**src/rtl/fantasticfft_pkg.sv**
```systemverilog
// Shared constants and types for the fantasticfft datapath.
// Holds the default fixed-point geometry, the fft8 bin count and the
// last-bin numbers for full- and half-spectrum serialisation.
package fantasticfft_pkg;

  localparam int unsigned DEF_INT_SIZE  = 8;
  localparam int unsigned DEF_FRAC_SIZE = 8;
  localparam int unsigned W             = DEF_INT_SIZE + DEF_FRAC_SIZE;

  localparam int unsigned NUM_BINS  = 8;
  localparam int unsigned BIN_W     = 3;
  localparam int unsigned NUM_SLOTS = 2;
  localparam int unsigned LAST_FULL = 7;
  localparam int unsigned LAST_HALF = 4;

  typedef logic signed [W-1:0] sample_t;

  // Final bin index of a serialised frame; half spectrum stops at Nyquist.
  function automatic logic [BIN_W-1:0] last_bin(input logic half);
    return half ? BIN_W'(LAST_HALF) : BIN_W'(LAST_FULL);
  endfunction

endpackage

```
**src/rtl/fantasticfft_frame_buf.sv**
```systemverilog
// Two-slot frame register file for the fft8 unloader.
// Ports:
//   clk      - rising-edge clock
//   wr_en    - write a whole frame into slot wr_slot
//   wr_slot  - target slot of the write
//   wr_re/im - packed frame, bin k at [k*SW +: SW]
//   rd_slot  - slot being read
//   rd_bin   - bin within the read slot
//   rd_re/im - selected bin, combinational from storage
// Storage carries no reset: a slot is only read after it has been written.
module fantasticfft_frame_buf
  import fantasticfft_pkg::*;
#(
  parameter int unsigned SW = W
) (
  input  logic                   clk,
  input  logic                   wr_en,
  input  logic                   wr_slot,
  input  logic [NUM_BINS*SW-1:0] wr_re,
  input  logic [NUM_BINS*SW-1:0] wr_im,
  input  logic                   rd_slot,
  input  logic [BIN_W-1:0]       rd_bin,
  output logic [SW-1:0]          rd_re,
  output logic [SW-1:0]          rd_im
);

  logic [NUM_BINS*SW-1:0] re_q [NUM_SLOTS];
  logic [NUM_BINS*SW-1:0] im_q [NUM_SLOTS];

  // Whole-frame write; the FFT core presents all bins in one cycle.
  always_ff @(posedge clk) begin
    if (wr_en) begin
      re_q[wr_slot] <= wr_re;
      im_q[wr_slot] <= wr_im;
    end
  end

  // Bin select for the serialiser.
  always_comb begin
    rd_re = re_q[rd_slot][32'(rd_bin)*SW +: SW];
    rd_im = im_q[rd_slot][32'(rd_bin)*SW +: SW];
  end

endmodule

```
**src/rtl/fantasticfft_fft8_unloader.sv**
```systemverilog
// Serialiser for the fft8 core's parallel result frame.
// Captures whole frames into a two-slot ping-pong buffer and streams them
// out one complex bin per beat on a valid/ready interface. Frames arriving
// while both slots are occupied (and none frees this cycle) are dropped and
// counted.
// Ports:
//   clk, rst          - clock, synchronous active-high reset
//   in_valid          - one-cycle frame strobe from the FFT core
//   in_re, in_im      - packed bins, bin k at [k*W +: W]
//   out_valid/ready   - output stream handshake
//   out_re, out_im    - current bin value
//   out_index         - current bin number
//   out_last          - final bin of the frame
//   overflow          - sticky drop flag
//   clr_overflow      - clears overflow and drop_count
//   drop_count        - saturating dropped-frame count
module fantasticfft_fft8_unloader
  import fantasticfft_pkg::*;
#(
  parameter int unsigned INT_SIZE      = DEF_INT_SIZE,
  parameter int unsigned FRAC_SIZE     = DEF_FRAC_SIZE,
  parameter int unsigned HALF_SPECTRUM = 0,
  parameter int unsigned DROP_CNT_W    = 8
) (
  input  logic                                     clk,
  input  logic                                     rst,
  input  logic                                     in_valid,
  input  logic [NUM_BINS*(INT_SIZE+FRAC_SIZE)-1:0] in_re,
  input  logic [NUM_BINS*(INT_SIZE+FRAC_SIZE)-1:0] in_im,
  output logic                                     out_valid,
  input  logic                                     out_ready,
  output logic [INT_SIZE+FRAC_SIZE-1:0]            out_re,
  output logic [INT_SIZE+FRAC_SIZE-1:0]            out_im,
  output logic [BIN_W-1:0]                         out_index,
  output logic                                     out_last,
  output logic                                     overflow,
  input  logic                                     clr_overflow,
  output logic [DROP_CNT_W-1:0]                    drop_count
);

  localparam int unsigned SW = INT_SIZE + FRAC_SIZE;
  localparam logic [BIN_W-1:0] LAST = last_bin(HALF_SPECTRUM != 0);

  logic              wr_ptr;
  logic              rd_ptr;
  logic [1:0]        count;
  logic [BIN_W-1:0]  idx;

  logic                  hs_c;
  logic                  fin_c;
  logic                  capture_c;
  logic                  drop_c;
  logic                  wr_en_c;
  logic [DROP_CNT_W-1:0] dc_base_c;
  logic [DROP_CNT_W-1:0] dc_next_c;

  // Handshake, capture and drop decisions for this cycle.
  // A final-beat handshake frees a slot in time for a same-cycle capture.
  always_comb begin
    hs_c      = out_valid & out_ready;
    fin_c     = hs_c & (idx == LAST);
    capture_c = in_valid & ((count != 2'd2) | fin_c);
    drop_c    = in_valid & ~capture_c;
    wr_en_c   = capture_c & ~rst;
    // A clear coinciding with a drop restarts the count at one.
    dc_base_c = clr_overflow ? '0 : drop_count;
    dc_next_c = (&dc_base_c) ? dc_base_c : dc_base_c + DROP_CNT_W'(1);
  end

  // Pointer, occupancy, bin counter and drop bookkeeping.
  always_ff @(posedge clk) begin
    if (rst) begin
      wr_ptr     <= 1'b0;
      rd_ptr     <= 1'b0;
      count      <= 2'd0;
      idx        <= '0;
      overflow   <= 1'b0;
      drop_count <= '0;
    end else begin
      if (capture_c) begin
        wr_ptr <= ~wr_ptr;
      end

      if (hs_c) begin
        if (fin_c) begin
          idx    <= '0;
          rd_ptr <= ~rd_ptr;
        end else begin
          idx <= idx + BIN_W'(1);
        end
      end

      case ({capture_c, fin_c})
        2'b10:   count <= count + 2'd1;
        2'b01:   count <= count - 2'd1;
        default: count <= count;
      endcase

      if (drop_c) begin
        overflow   <= 1'b1;
        drop_count <= dc_next_c;
      end else if (clr_overflow) begin
        overflow   <= 1'b0;
        drop_count <= '0;
      end
    end
  end

  // Capture only ever targets the slot not under read while count>=1.
  fantasticfft_frame_buf #(
    .SW (SW)
  ) u_frame_buf (
    .clk     (clk),
    .wr_en   (wr_en_c),
    .wr_slot (wr_ptr),
    .wr_re   (in_re),
    .wr_im   (in_im),
    .rd_slot (rd_ptr),
    .rd_bin  (idx),
    .rd_re   (out_re),
    .rd_im   (out_im)
  );

  // Stream status is a pure function of registered state.
  always_comb begin
    out_valid = (count != 2'd0);
    out_index = idx;
    out_last  = (idx == LAST);
  end

endmodule
```
**config.mk**
```make
export PLATFORM = sky130hd
export DESIGN_NAME = fantasticfft_fft8_unloader
export DESIGN_NICKNAME = d
export VERILOG_FILES = /design/src/rtl/fantasticfft_pkg.sv /design/src/rtl/fantasticfft_frame_buf.sv /design/src/rtl/fantasticfft_fft8_unloader.sv
export SDC_FILE = /design/constraint.sdc
export NUM_CORES = 1
export LEC_CHECK = 0
export BUFFER_PORTS_ARGS = -buffer_cell sky130_fd_sc_hd__buf_2
export CORE_ASPECT_RATIO = 1.5
export CORE_MARGIN = 3
export CORE_UTILIZATION = 45
export CTS_BUF_LIST = sky130_fd_sc_hd__clkbuf_8
export DETAILED_ROUTE_END_ITERATION = 8
export HOLD_SLACK_MARGIN = 0.05
export PLACE_DENSITY = 0.68
export SYNTH_ARGS = -nofsm -noshare
export SYNTH_HDL_FRONTEND = slang
export SYNTH_HIERARCHICAL = 1
export SYNTH_SLANG_ARGS = --single-unit
export TNS_END_PERCENT = 1
```
**constraint.sdc**
```tcl
create_clock -name clk -period 16.8 [get_ports clk]
set_input_delay 3.36 -clock clk [delete_from_list [all_inputs] [get_ports clk]]
set_output_delay 3.36 -clock clk [all_outputs]
set_load 0.02 [all_outputs]
```
### After elaboration in Yosys (flattened, before gate mapping)

Memory sizes are Yosys's and may differ from the RTL's. A register that Yosys moved wholly into a read port is not among the register bits.
Index checks and enable logic that the tools add are counted.

* add/sub/neg operators: 4
* equality and inequality tests: 4
* shift operators: 2
* multiplexer cells: 13
* bitwise operators: 10
* reduce and logical (&&, ||, !) cells: 5

Operator list (count)
* 128-bit by 8-bit variable part select with 16-bit output: 2
* 8-bit two-way mux: 3
* 8-bit by 1-bit adder with 8-bit output (second input constant): 1
* 1-bit two-way mux: 8
* 8-bit AND reduction: 1
* 2-bit nonzero test: 3
* 1-bit AND: 5
* 1-bit inverter: 4
* 2-bit one-hot mux with 2 select lines: 1
* 3-bit by 1-bit adder with 3-bit output (second input constant): 1
* 3-bit == test (second input constant): 1
* 3-bit two-way mux: 1
* 2-bit by 1-bit adder with 2-bit output (second input constant): 1
* 2-bit by 1-bit == test with 1-bit output (second input constant): 1
* 2-bit == test (second input constant): 1
* 2-bit != test (second input constant): 1
* 2-bit AND reduction: 1
* 2-bit by 1-bit subtractor with 2-bit output (second input constant): 1
* 1-bit bitwise OR: 1

* register bits after elaboration: 16
* memory bits (writable): 512
* bits of input ports: 261
* output and inout bits: 46
* word-level logic and storage cells: 46
* memories: 2

Memory list
* u_frame_buf.im_q: words 2, width 128, rd ports 1, clocked after Yosys merged registers in 1, write ports 1, line fantasticfft_frame_buf.sv:28 `logic [NUM_BINS*SW-1:0] im_q [NUM_SLOTS];`
* u_frame_buf.re_q: words 2, width 128, rd ports 1, clocked after Yosys merged registers in 1, write ports 1, line fantasticfft_frame_buf.sv:27 `logic [NUM_BINS*SW-1:0] re_q [NUM_SLOTS];`

### Logic depth before layout (Yosys ltp)

Gate-level depths: netlist of run 1.

* word-level depth: 8
* mapped depth: 8
* depth with buffers taken out: 8

### Cells and area by module

The synthesis of run 1 kept the hierarchy.

Modules (own cells, without submodules)
* fantasticfft_frame_buf: instances 1, cells an instance 785, area an instance 19097.1 µm², sequential area each 15374.7 µm²
* fantasticfft_fft8_unloader: instances 1, cells an instance 95, area an instance 843.3 µm², sequential area each 320.3 µm²

### Least setup slack after synthesis of run 1

No wires, ideal clock.

* kind: input to register
* from: input port rst
* to: memory u_frame_buf/im_q[0][0] (netlist name) (enable)
* setup time: 908 ps
* arrival: 15007 ps
* data required time: 15892 ps
* setup slack: 885 ps
* stages: 4
* path buffers: 2
* cells stage by stage: buf_6 > clkbuf_1 > nor2_1 > nor2b_1

* longest elaborated chain between the ends: 4

RTL lines
* from (decl): line fantasticfft_fft8_unloader.sv:26 `input logic rst,`
* 1-bit inverter: line fantasticfft_fft8_unloader.sv:64 `wr_en_c = capture_c & ~rst;`
* 1-bit AND: line fantasticfft_fft8_unloader.sv:64
* via wr_en_c: line fantasticfft_fft8_unloader.sv:53 `logic wr_en_c;`
* 1-bit two-way mux: line fantasticfft_frame_buf.sv:32 `if (wr_en) begin`
* 1-bit two-way mux (not written as such): line fantasticfft_frame_buf.sv:34 `im_q[wr_slot] <= wr_im;`
* to (decl): line fantasticfft_frame_buf.sv:28

The timed path passes the listed nets, and every way through them passes these cells.

### Final worst setup path of run 1

* from: register idx[0] (netlist: out_index[0])
* to: output port out_re[4]

* longest elaborated chain between the ends: 1

RTL lines
* from (decl): line fantasticfft_fft8_unloader.sv:47 `logic [BIN_W-1:0] idx;`
* from (signal assigned): line fantasticfft_fft8_unloader.sv:89 `idx <= idx + BIN_W'(1);`
* 128-bit by 8-bit variable part select with 16-bit output: line fantasticfft_frame_buf.sv:40 `rd_re = re_q[rd_slot][32'(rd_bin)*SW +: SW];`
* to (decl): line fantasticfft_fft8_unloader.sv:32 `output logic [INT_SIZE+FRAC_SIZE-1:0] out_re,`

Every way passes these cells.

==> results of run 1 <==
[through the flow]
step / worst slack [ps] / area (um^2) / cells
finish: 9746 / 23480 / 1873
detailed placement: 10030 / 22100 / 1722
global route: 9339 / 23470 / 1867
floorplan: 885.3 / 19940 / 880
CTS: 9557 / 23450 / 1859
global placement: 10040 / 22100 / 1722
[cell type report]
type / count / area, um^2
inverter: 1 / 3.754
antenna: 14 / 35.03
tap: 570 / 713.2
sequential: 528 / 15700
fill: 3400 / 19920
clock inverter: 58 / 265.3
multi-input combinational: 305 / 4043
timing repair buffer: 318 / 1634
clock buffer: 79 / 1087
[per-layer routing]
layer  up-vias  GRT usage [%]
li1       4481              -
met5         -              0
met2       323          32.64
met4         8          6.352
met3        74          4.861
met1      5174          21.61
[cell families (layout without fill, tap and decap cells)]
kind of cell,Yosys count,count (layout),share of synthesized area [%]
xor+xnor,4,4,0.1757
mux,130,130,14.56
buf+inv,47,456,1.186
simple gates,81,81,2.027
flops,528,528,78.71
fa+ha+maj,4,4,0.2510
other cells,0,14,0
compound gates,86,86,3.087
[cells in the mapped netlist (3+ instances only)]
library cell / count / area share [%]
a21oi_1: 8 / 0.20
a22oi_1: 65 / 2.4
and2_1: 3 / 0.094
buf_1: 10 / 0.19
buf_2: 7 / 0.18
buf_4: 9 / 0.34
clkbuf_1: 18 / 0.34
dfxtp_1: 16 / 1.6
edfxtp_1: 512 / 77
ha_1: 4 / 0.25
mux4_2: 128 / 14
nand2_1: 36 / 0.68
nand3_1: 6 / 0.15
nor2_1: 10 / 0.19
nor2b_1: 6 / 0.19
nor3b_1: 3 / 0.11
o21ai_0: 5 / 0.13
o31ai_1: 3 / 0.11
or3_1: 3 / 0.094
[flip-flops by register name (all words and copies together), names as in the netlist]
signal / flops
u_frame_buf/im_q: 256
u_frame_buf/re_q: 256
drop_count: 8
out_index: 3
count: 2
overflow: 1
rd_ptr: 1
wr_ptr: 1
[worst register-to-register path, cell delays in order, from the launching register on]
cell and delay [ps]:
dfxtp_4 630, ha_1 220, ha_1 220, and2_1 190
o21ai_0 170, nor2_1 180, and2_4 720, buf_4 810
buf_4 790
[worst max path at each step]
stage	from	endpoint	slack [ps]	cells after the start
2_1_floorplan	rst	u_frame_buf/im_q[0][0]$_DFFE_PP_	890	4
3_3_place_gp	out_ready	u_frame_buf/re_q[1][126]$_DFFE_PP_	10040	7
3_5_place_dp	out_ready	u_frame_buf/re_q[1][110]$_DFFE_PP_	10030	7
4_1_cts	rd_ptr$_SDFFE_PP0P_	out_im[1]	9560	5
5_1_grt	rd_ptr$_SDFFE_PP0P_	out_im[1]	9340	5
6_report	out_index[0]$_SDFFE_PP0P_	out_re[4]	9750	6
[power breakdown]
part | internal [uW] | switching [uW] | leakage, uW
Combinational | 79.4 | 105 | 0.00235
Clock | 440 | 465 | 0.000782
Sequential | 1510 | 15.8 | 0.00483
Total | 2030 | 586 | 0.00796
==> reports/metrics.csv, run 1 <==
stage;metric;value;unit
layout;fin_util;54.11;%
synthesis;yosys_warnings;6;
detailed_routing;routed-via-count;10060;
critical_path;reg2reg_depth;8;
floorplanning;rows;93;
global_route;antenna_found_initial;18;
cts;clkSlewWorstSetupHoldPaths;70;ps
detailed_routing;wl_met1;15470;um
critical_path;path_common_cell;buf_4;
cts;post_cts_buffers;0;
placement;io_buffers;306;
cts;cts_tree;built;
global_route;grt_first_pass_wirelength;64800;um
detailed_routing;drc;0;
sta;rsz0062_at_grt;no;
synthesis;synth_fp_nets;1145;
worst_hold_path;timing.hold.worst_endpoint;overflow$_SDFFE_PP0P_;
synthesis;async_flop_share;0;%
power_and_ir_drop;total_power;2618;uW
worst_hold_path;hp-class;register to register;
power_and_ir_drop;powerDensity;111.5;nW/um^2
sta;min_period;7054;ps
job;max-cap-violations;0;
global_route;grt_pass1_vias;11100;
synthesis;synth_edf_count;512;
floorplanning;ioPinCount;307;
critical_path;ff2ff_setup_slack;12460;ps
global_route;grt_usage;18.45;%
cts;cts_max_path_buffers;3;
critical_path;path_class;register to output port;
global_route;grt_max_degree;178;
floorplanning;core_area;43400;um^2
synthesis;yosys_register_bits;528;
synthesis;synth.distinct_cells;40;
critical_path;cp.required;13440;ps
placement;dp_hpwl;27310;um
sta;hold_viol;0;
critical_path;r2r_end;u_frame_buf/im_q[1][97]$_DFFE_PP_;
synthesis;syn_area_per_cell;22.66;um^2
layout;drive_gt1_share;42.90;%
layout;nets;1498;
sta;fmax;0.1418;GHz
critical_path;cp_slowest_cell;buf_4;
critical_path;cp_num_buf_inv;3;
sta;finalSetupViolations;0;
critical_path;start_kind;register;
run_status;status;complete, no violations;
synthesis;yosysSeqAreaShare;78.71;%
sta;setup_tns;0;ps
floorplanning;die_w;177.9;um
sta;finalCritPeriodShare;41.99;%
synthesis;postSynthCellCount;880;
power_and_ir_drop;vdd_ir_drop_max;72.85;uV
detailed_routing;viasPerCell;5.371;
sta;worstMarginPinSlew;1129;ps
placement;gp_congestion;0.7833;
synthesis;syn_area;19940;um^2
detailed_routing;met2_length;23710;um
detailed_routing;ant_nets;0;
sta;slew_violations;0;
critical_path;endpoint_kind;output port;
floorplanning;initial_core_util;45.94;%
layout;most-common-layout-cells;edfxtp_1, buf_2, mux4_2;
detailed_routing;top_layer;met5;
layout;layout_commonest_cell;edfxtp_1;
critical_path;slowest_delay;840;ps
sta;hold_ws;463.7;ps
cts;cts_sinks;528;
detailed_routing;wl_per_cell;22.92;um
floorplanning;dieArea;46930;um^2
worst_hold_path;hold_path.startpoint;overflow$_SDFFE_PP0P_;
cts;cts_buffers;79;
sta;relSlewSlack;24.74;%
cts;clock_latency;610;ps
critical_path;critPathMaxFanout;60;
global_route;overflow;0;
layout;syn2layout_area_growth;17.77;%
critical_path;path_cells;buf_4 -> buf_4 -> mux4_2 -> a22oi_1 -> nand2_1 -> buf_2;
detailed_routing;drt_wl_total;42940;um
detailed_routing;drt_iter0_drc;747;
critical_path;r2r_start;out_index[0]$_SDFFE_PP0P_;
power_and_ir_drop;power_leakage;0.007956;uW
detailed_routing;drt_first_pass_iters;5;
cts;cts_hold_buf;0;
synthesis;synth_ff_type;edfxtp_1;
detailed_routing;met3_wirelength;2719;um
critical_path;arrival;3690;ps
floorplanning;dieHeight;263.8;um
worst_hold_path;hold_path_depth;2;
cts;cts-root-buf;clkbuf_8;
cts;cts_resized;0;
cts;htree_levels;3;
sta;skew;11.86;ps
critical_path;path_delay_family;buffers and inverters;
(Power assumes the default switching activity.)
==> run 2, diff against run 1 <==
Settings changed: ABC_AREA set to 1, PLACE_DENSITY 0.68 to unset.
Clock period 16.8 ns to 7 ns, I/O delays scaled along.
==> reports/metrics.csv, run 2 <==
stage;metric;value;unit;change
run_status;status;complete, no violations;;unchanged
placement;dp_hpwl;42440;um;was 27310 um
floorplanning;ioPinCount;307;;unchanged
global_route;overflow;0;;unchanged
power_and_ir_drop;vdd_ir_drop_max;140.8;uV;was 72.85 uV
global_route;met1_usage;28.49;%;was 21.61%
synthesis;synth.distinct_cells;29;;was 40
sta;relSlewSlack;9.559;%;was 24.74%
cts;cts_resized;0;;unchanged
placement;io_buffers;306;;unchanged
synthesis;yosysTopAreaCell;edfxtp_1;;unchanged
synthesis;synthTopCellsByArea;edfxtp_1, nand2_1, nand3_1;;was edfxtp_1, mux4_2, a22oi_1
layout;instances_no_fill;3232;;was 1873
cts;cts_tree;built;;unchanged
global_route;grt_pass1_vias;15830;;was 11.10k
cts;cts-root-buf;clkbuf_8;;unchanged
floorplanning;rows;100;;was 93
layout;nets;2759;;was 1498
critical_path;r2r_end;u_frame_buf/re_q[1][32]$_DFFE_PP_;;was u_frame_buf/im_q[1][97]$_DFFE_PP_
layout;drive_gt1_share;17.34;%;was 42.90%
sta;hold_ws;479.1;ps;was 463.7 ps
synthesis;async_flop_share;0;%;unchanged
layout;seqCellArea;15710;um^2;was 15700 um^2
synthesis;synth_fp_nets;2463;;was 1145
detailed_routing;wl_per_cell;20.14;um;was 22.92 um
layout;fin_util;52.43;%;was 54.11%
power_and_ir_drop;total_power;6666;uW;was 2618 uW
floorplanning;dieArea;53860;um^2;was 46930 um^2
sta;finalCritPeriodShare;70.87;%;
cts;cts_max_path_buffers;3;;unchanged
layout;reg_top3;u_frame_buf/im_q: 256 flops, u_frame_buf/re_q: 256 flops, drop_count: 8 flops;;unchanged
global_route;grt_max_degree;229;;was 178
cts;cts_buffers;81;;was 79
floorplanning;initial_core_util;45.91;%;was 45.94%
worst_hold_path;hp-class;register to register;;unchanged
layout;layout_commonest_cell;nand2_1;;was edfxtp_1
worst_hold_path;timing.hold.worst_endpoint;overflow$_SDFFE_PP0P_;;unchanged
critical_path;path_class;register to output port;;unchanged
critical_path;critPathMaxFanout;85;;was 60
cts;clkSlewWorstSetupHoldPaths;60;ps;was 70 ps
worst_hold_path;hold_path.startpoint;overflow$_SDFFE_PP0P_;;unchanged
layout;syn2layout_area_growth;14.20;%;was 17.77%
job;max-cap-violations;0;;unchanged
detailed_routing;drt_wl_total;65090;um;was 42940 um
critical_path;cp-startpoint;out_index[0]$_SDFFE_PP0P_;;unchanged
power_and_ir_drop;powerDensity;254.0;nW/um^2;was 111.5 nW/um^2
detailed_routing;routed-via-count;16130;;was 10.06k
synthesis;postSynthCellCount;2198;;was 880
detailed_routing;viasPerCell;4.991;;was 5.371
critical_path;arrival;3560;ps;was 3690 ps
synthesis;syn_area;22980;um^2;was 19940 um^2
cts;cts_sinks;528;;unchanged
critical_path;ff2ff_setup_slack;3130;ps;was 12460 ps
synthesis;yosys-top-cells-count;nand2_1, edfxtp_1, inv_1, nand3_1, buf_2;;was edfxtp_1, mux4_2, a22oi_1, nand2_1, clkbuf_1
critical_path;reg2reg_depth;9;;was 8
placement;gp_congestion;0.8532;;was 0.7833
synthesis;syn_area_per_cell;10.45;um^2;was 22.66 um^2
layout;n_fill_cell;4605;;was 3400
global_route;use_met2;42.68;%;was 32.64%
cts;post_cts_buffers;0;;unchanged
floorplanning;core_area;50050;um^2;was 43400 um^2
sta;skew;17.50;ps;was 11.86 ps
synthesis;yosysSeqAreaShare;68.31;%;was 78.71%
floorplanning;dieHeight;282.7;um;was 263.8 um
sta;worstMarginPinSlew;1357;ps;was 1129 ps
cts;htree_levels;3;;unchanged
detailed_routing;drt_first_pass_iters;5;;unchanged
synthesis;synth_top_area_share;66.92;%;was 77.10%
sta;min_period;4961;ps;
placement;dpl.cell_count;3074;;was 1722
sta;fmax;0.2016;GHz;
global_route;grt_busiest_layer;met2;;unchanged
cts;cts_hold_buf;0;;unchanged
detailed_routing;ant_nets;0;;unchanged
sta;hold_viol;0;;unchanged
critical_path;start_kind;register;;unchanged
critical_path;endpoint_kind;output port;;unchanged
synthesis;yosys_register_bits;528;;unchanged
critical_path;r2r_start;out_index[1]$_SDFFE_PP0P_;;was out_index[0]$_SDFFE_PP0P_
sta;finalSetupViolations;0;;unchanged
worst_hold_path;hold_path_depth;2;;unchanged
global_route;antenna_found_initial;18;;unchanged
global_route;grt_usage;23.66;%;was 18.45%
synthesis;synth_edf_count;512;;unchanged
global_route;grt_use_met3;4.572;%;was 4.861%
synthesis;yosys_warnings;6;;unchanged
synthesis;synth.most_common_cell;nand2_1;;was edfxtp_1
global_route;grt_first_pass_wirelength;94460;um;was 64800 um
sta;rsz0062_at_grt;no;;unchanged
layout;most-common-layout-cells;nand2_1, edfxtp_1, inv_1;;was edfxtp_1, buf_2, mux4_2
synthesis;synth_ff_type;edfxtp_1;;unchanged
layout;multi_input_area;5021;um^2;was 4043 um^2
detailed_routing;drc;0;;unchanged
detailed_routing;drt_iter0_drc;1202;;was 747
critical_path;cp.required;5600;ps;was 13440 ps
floorplanning;die_w;190.5;um;was 177.9 um
sta;slew_violations;0;;unchanged
power_and_ir_drop;power_leakage;0.01172;uW;was 0.007956 uW
cts;clock_latency;620;ps;was 610 ps
==> run 2: changes by cell type after synthesis, sizes merged, moves of 65 or more <==
cell,before,now
a22oi,65,0
buf,27,93
inv,1,409
mux4,128,0
nand2,36,707
nand3,6,396
==> run 2: critical path, cell delays in order (launching register included) <==
cell and delay (ps):
dfxtp_4 540, inv_4 880, buf_4 650, nand3_1 140, nand3_1 110, nand3_1 160
nand2_1 160, buf_2 180
==> run 2: how the worst max path moves through the flow <==
| stage | cells after the start | end | slack, ps |
|---|---|---|---|
| after floorplan | 8 | u_frame_buf/im_q[1][0]$_DFFE_PP_ | -440 |
| after global placement | 7 | out_im[8] | 2740 |
| after detailed placement | 7 | out_im[8] | 2710 |
| after CTS | 7 | out_im[8] | 2020 |
| after global routing | 8 | out_im[3] | 1910 |
| final | 7 | out_im[8] | 2040 |
==> run 2: cell type report <==
type,instances,share of cell area (%)
clock inverter,59,0.8965
inverter,409,5.947
multi-input combinational,1155,19.14
timing repair buffer,319,6.400
antenna,14,0.1335
tap,663,3.162
sequential,528,59.87
clock buffer,85,4.459
==> run 2: cells by family after synthesis <==
| group | share of synthesized area, % |
|---|---|
| AND/OR/NAND/NOR | 20.99 |
| flip-flops | 68.31 |
| buffers and inverters | 9.868 |
| AO/OA/AOI/OAI | 0.5010 |
| adder cells (fa/ha/maj) | 0.2178 |
| XOR/XNOR | 0.1144 |
==> run 2: layer usage <==
layer	wire, um	share of wire [%]
met1	24960	38
met5	56	0.086
met2	34040	52
met3	4267	6.6
met4	1763	2.7
==> run 2: where the power goes <==
group	switching, uW	internal, uW	leakage, uW
sequential	59.0	3610	0.00483
combinational	519	214	0.00606
clock	1140	1120	0.000825
==> run 2: stage by stage <==
stage	cell area (um^2)	worst slack, ps	setup TNS [ps]
floorplan	22980	-444.2	-113720
global placement	24800	2739	0
detailed placement	24800	2715	0
CTS	26200	2019	0
global route	26220	1907	0
finish	26240	2039	0
==> run 3, diff against run 2 <==
Clock period 7 ns to 4.9 ns, I/O delays scaled along.
==> reports/metrics.csv, run 3 (synthesized netlist as in run 2, its figures left out) <==
stage;metric;value;unit;change
run_status;status;complete, no violations;;unchanged
floorplanning;dieArea;53860;um^2;unchanged
sta;finalSetupViolations;0;;unchanged
power_and_ir_drop;power_leakage;0.01182;uW;was 0.01172 uW
global_route;overflow;0;;unchanged
global_route;grt_usage;24.73;%;was 23.66%
placement;pre_cts_slack;1597;ps;was 2715 ps
global_route;grt_max_degree;118;;was 229
critical_path;r2r_end;u_frame_buf/im_q[0][47]$_DFFE_PP_;;was u_frame_buf/re_q[1][32]$_DFFE_PP_
layout;instances_no_fill;3239;;was 3232
floorplanning;rows;100;;unchanged
job;max-cap-violations;0;;unchanged
sta;fmax;0.2483;GHz;
critical_path;endpoint_kind;output port;;unchanged
cts;cts_hold_buf;0;;unchanged
critical_path;ff2ff_setup_slack;1880;ps;was 3130 ps
power_and_ir_drop;powerDensity;363.7;nW/um^2;was 254.0 nW/um^2
critical_path;cp.required;3920;ps;was 5600 ps
cts;htree_levels;3;;unchanged
critical_path;reg2reg_depth;9;;unchanged
critical_path;start_kind;register;;unchanged
sta;worstMarginPinSlew;796.3;ps;was 1357 ps
floorplanning;core_area;50050;um^2;unchanged
detailed_routing;ant_nets;0;;unchanged
global_route;grt_pass1_vias;15760;;was 15.83k
detailed_routing;routed-via-count;16320;;was 16.13k
sta;finalCritPeriodShare;82.21;%;
floorplanning;dieHeight;282.7;um;unchanged
cts;cts_resized;0;;unchanged
floorplanning;ioPinCount;307;;unchanged
cts;cts_max_path_buffers;3;;unchanged
sta;setup_tns;0;ps;unchanged
sta;timing.final.ws_setup;871.9;ps;was 2039 ps
layout;reg_top3;u_frame_buf/im_q: 256 flops, u_frame_buf/re_q: 256 flops, drop_count: 8 flops;;unchanged
cts;cts-root-buf;clkbuf_8;;unchanged
detailed_routing;drt_iter0_drc;1411;;was 1202
layout;syn2layout_area_growth;15.36;%;was 14.20%
power_and_ir_drop;vdd_ir_drop_max;191.8;uV;was 140.8 uV
critical_path;arrival;3050;ps;was 3560 ps
cts;clkSlewWorstSetupHoldPaths;60;ps;about the same
sta;hold_viol;0;;unchanged
placement;dpl_cell_area;25050;um^2;was 24800 um^2
worst_hold_path;timing.hold.worst_endpoint;overflow$_SDFFE_PP0P_;;unchanged
worst_hold_path;hold_path_depth;2;;unchanged
cts;post_cts_buffers;0;;unchanged
cts;cts_tree;built;;unchanged
global_route;grt_first_pass_wirelength;98080;um;was 94460 um
critical_path;critPathMaxFanout;117;;was 85
critical_path;path_class;register to output port;;unchanged
worst_hold_path;hp-class;register to register;;unchanged
layout;layout_commonest_cell;nand2_1;;unchanged
floorplanning;initial_core_util;45.91;%;unchanged
placement;dp_hpwl;45890;um;was 42440 um
cts;cts_buffers;81;;unchanged
cts;cts_sinks;528;;unchanged
detailed_routing;drt_first_pass_iters;5;;unchanged
sta;skew;15.28;ps;was 17.50 ps
detailed_routing;drt_wl_total;67810;um;was 65090 um
worst_hold_path;hold_path.startpoint;overflow$_SDFFE_PP0P_;;unchanged
sta;rsz0062_at_grt;no;;unchanged
floorplanning;die_w;190.5;um;unchanged
sta;slew_violations;0;;unchanged
critical_path;r2r_start;out_index[0]$_SDFFE_PP0P_;;was out_index[1]$_SDFFE_PP0P_
detailed_routing;viasPerCell;5.037;;was 4.991
layout;most-common-layout-cells;nand2_1, edfxtp_1, inv_1;;unchanged
placement;io_buffers;306;;unchanged
sta;relSlewSlack;46.79;%;was 9.559%
detailed_routing;drc;0;;unchanged
layout;nets;2774;;was 2759
placement;gp_congestion;0.8534;;was 0.8532
layout;drive_gt1_share;18.47;%;was 17.34%
cts;clock_latency;660;ps;was 620 ps
layout;final_cell_area;26510;um^2;was 26240 um^2
sta;min_period;4028;ps;
global_route;antenna_found_initial;20;;was 18
detailed_routing;wl_per_cell;20.94;um;was 20.14 um
placement;dpl.cell_count;3089;;was 3074
layout;fin_util;52.96;%;was 52.43%
==> run 3: cell types whose count changed in the layout (fill, tap and decap cells not counted), sizes merged <==
cell      previous run  this run
buf                319       334
clkbuf              85        81
diode               14        10
clkinv              27        25
bufinv               0         1
clkinvlp             2         3
==> run 3: worst max-delay path by stage <==
stage	startpoint	endpoint	slack, ps	cells past startpoint
finish	rd_ptr$_SDFFE_PP0P_	out_im[0]	870	8
global route	rd_ptr$_SDFFE_PP0P_	out_im[1]	700	7
CTS	out_index[0]$_SDFFE_PP0P_	out_re[15]	880	6
detailed placement	rd_ptr$_SDFFE_PP0P_	out_im[1]	1600	7
global placement	rd_ptr$_SDFFE_PP0P_	out_re[13]	1590	8
floorplan	out_ready	u_frame_buf/im_q[1][0]$_DFFE_PP_	-770	8
==> run 3: final cells by class <==
cell class	instances	area [um^2]
tap	663	829.5
clock inverter	59	314.1
timing repair buffer	334	1917
antenna	10	25.02
inverter	409	1559
multi-input combinational	1155	5040
clock buffer	81	1115
fill	4513	23540
sequential	528	15710
==> run 3: metal layers <==
metal  vias up  GRT usage, %  wire [um]
li1       7733             -          -
met1      7777         30.27      25620
met2       672         42.61      34150
met3       131         4.572       5154
met4         2         11.60       2880
met5         -             0         13
==> run 3: power by group <==
group | internal [uW] | switching (uW)
Clock | 1620 | 1700
Combinational | 326 | 775
Sequential | 5160 | 63.2
Total | 7100 | 2540
==> run 3: worst max-delay path, cell delays in order (launching register included) <==
cell	delay, ps
dfxtp_4	690
buf_12	490
nand2_1	110
nand2_1	140
nand2_1	120
nand3_1	150
nand3_1	170
nand2_1	140
buf_2	200
==> run 3: per-stage QoR <==
stage,total power [uW],hold WS (ps)
finish,9641,487.9
global route,10030,476.8
CTS,9740,456.6
detailed placement,6421,479.0
global placement,6402,451.3
floorplan,5892,474.1
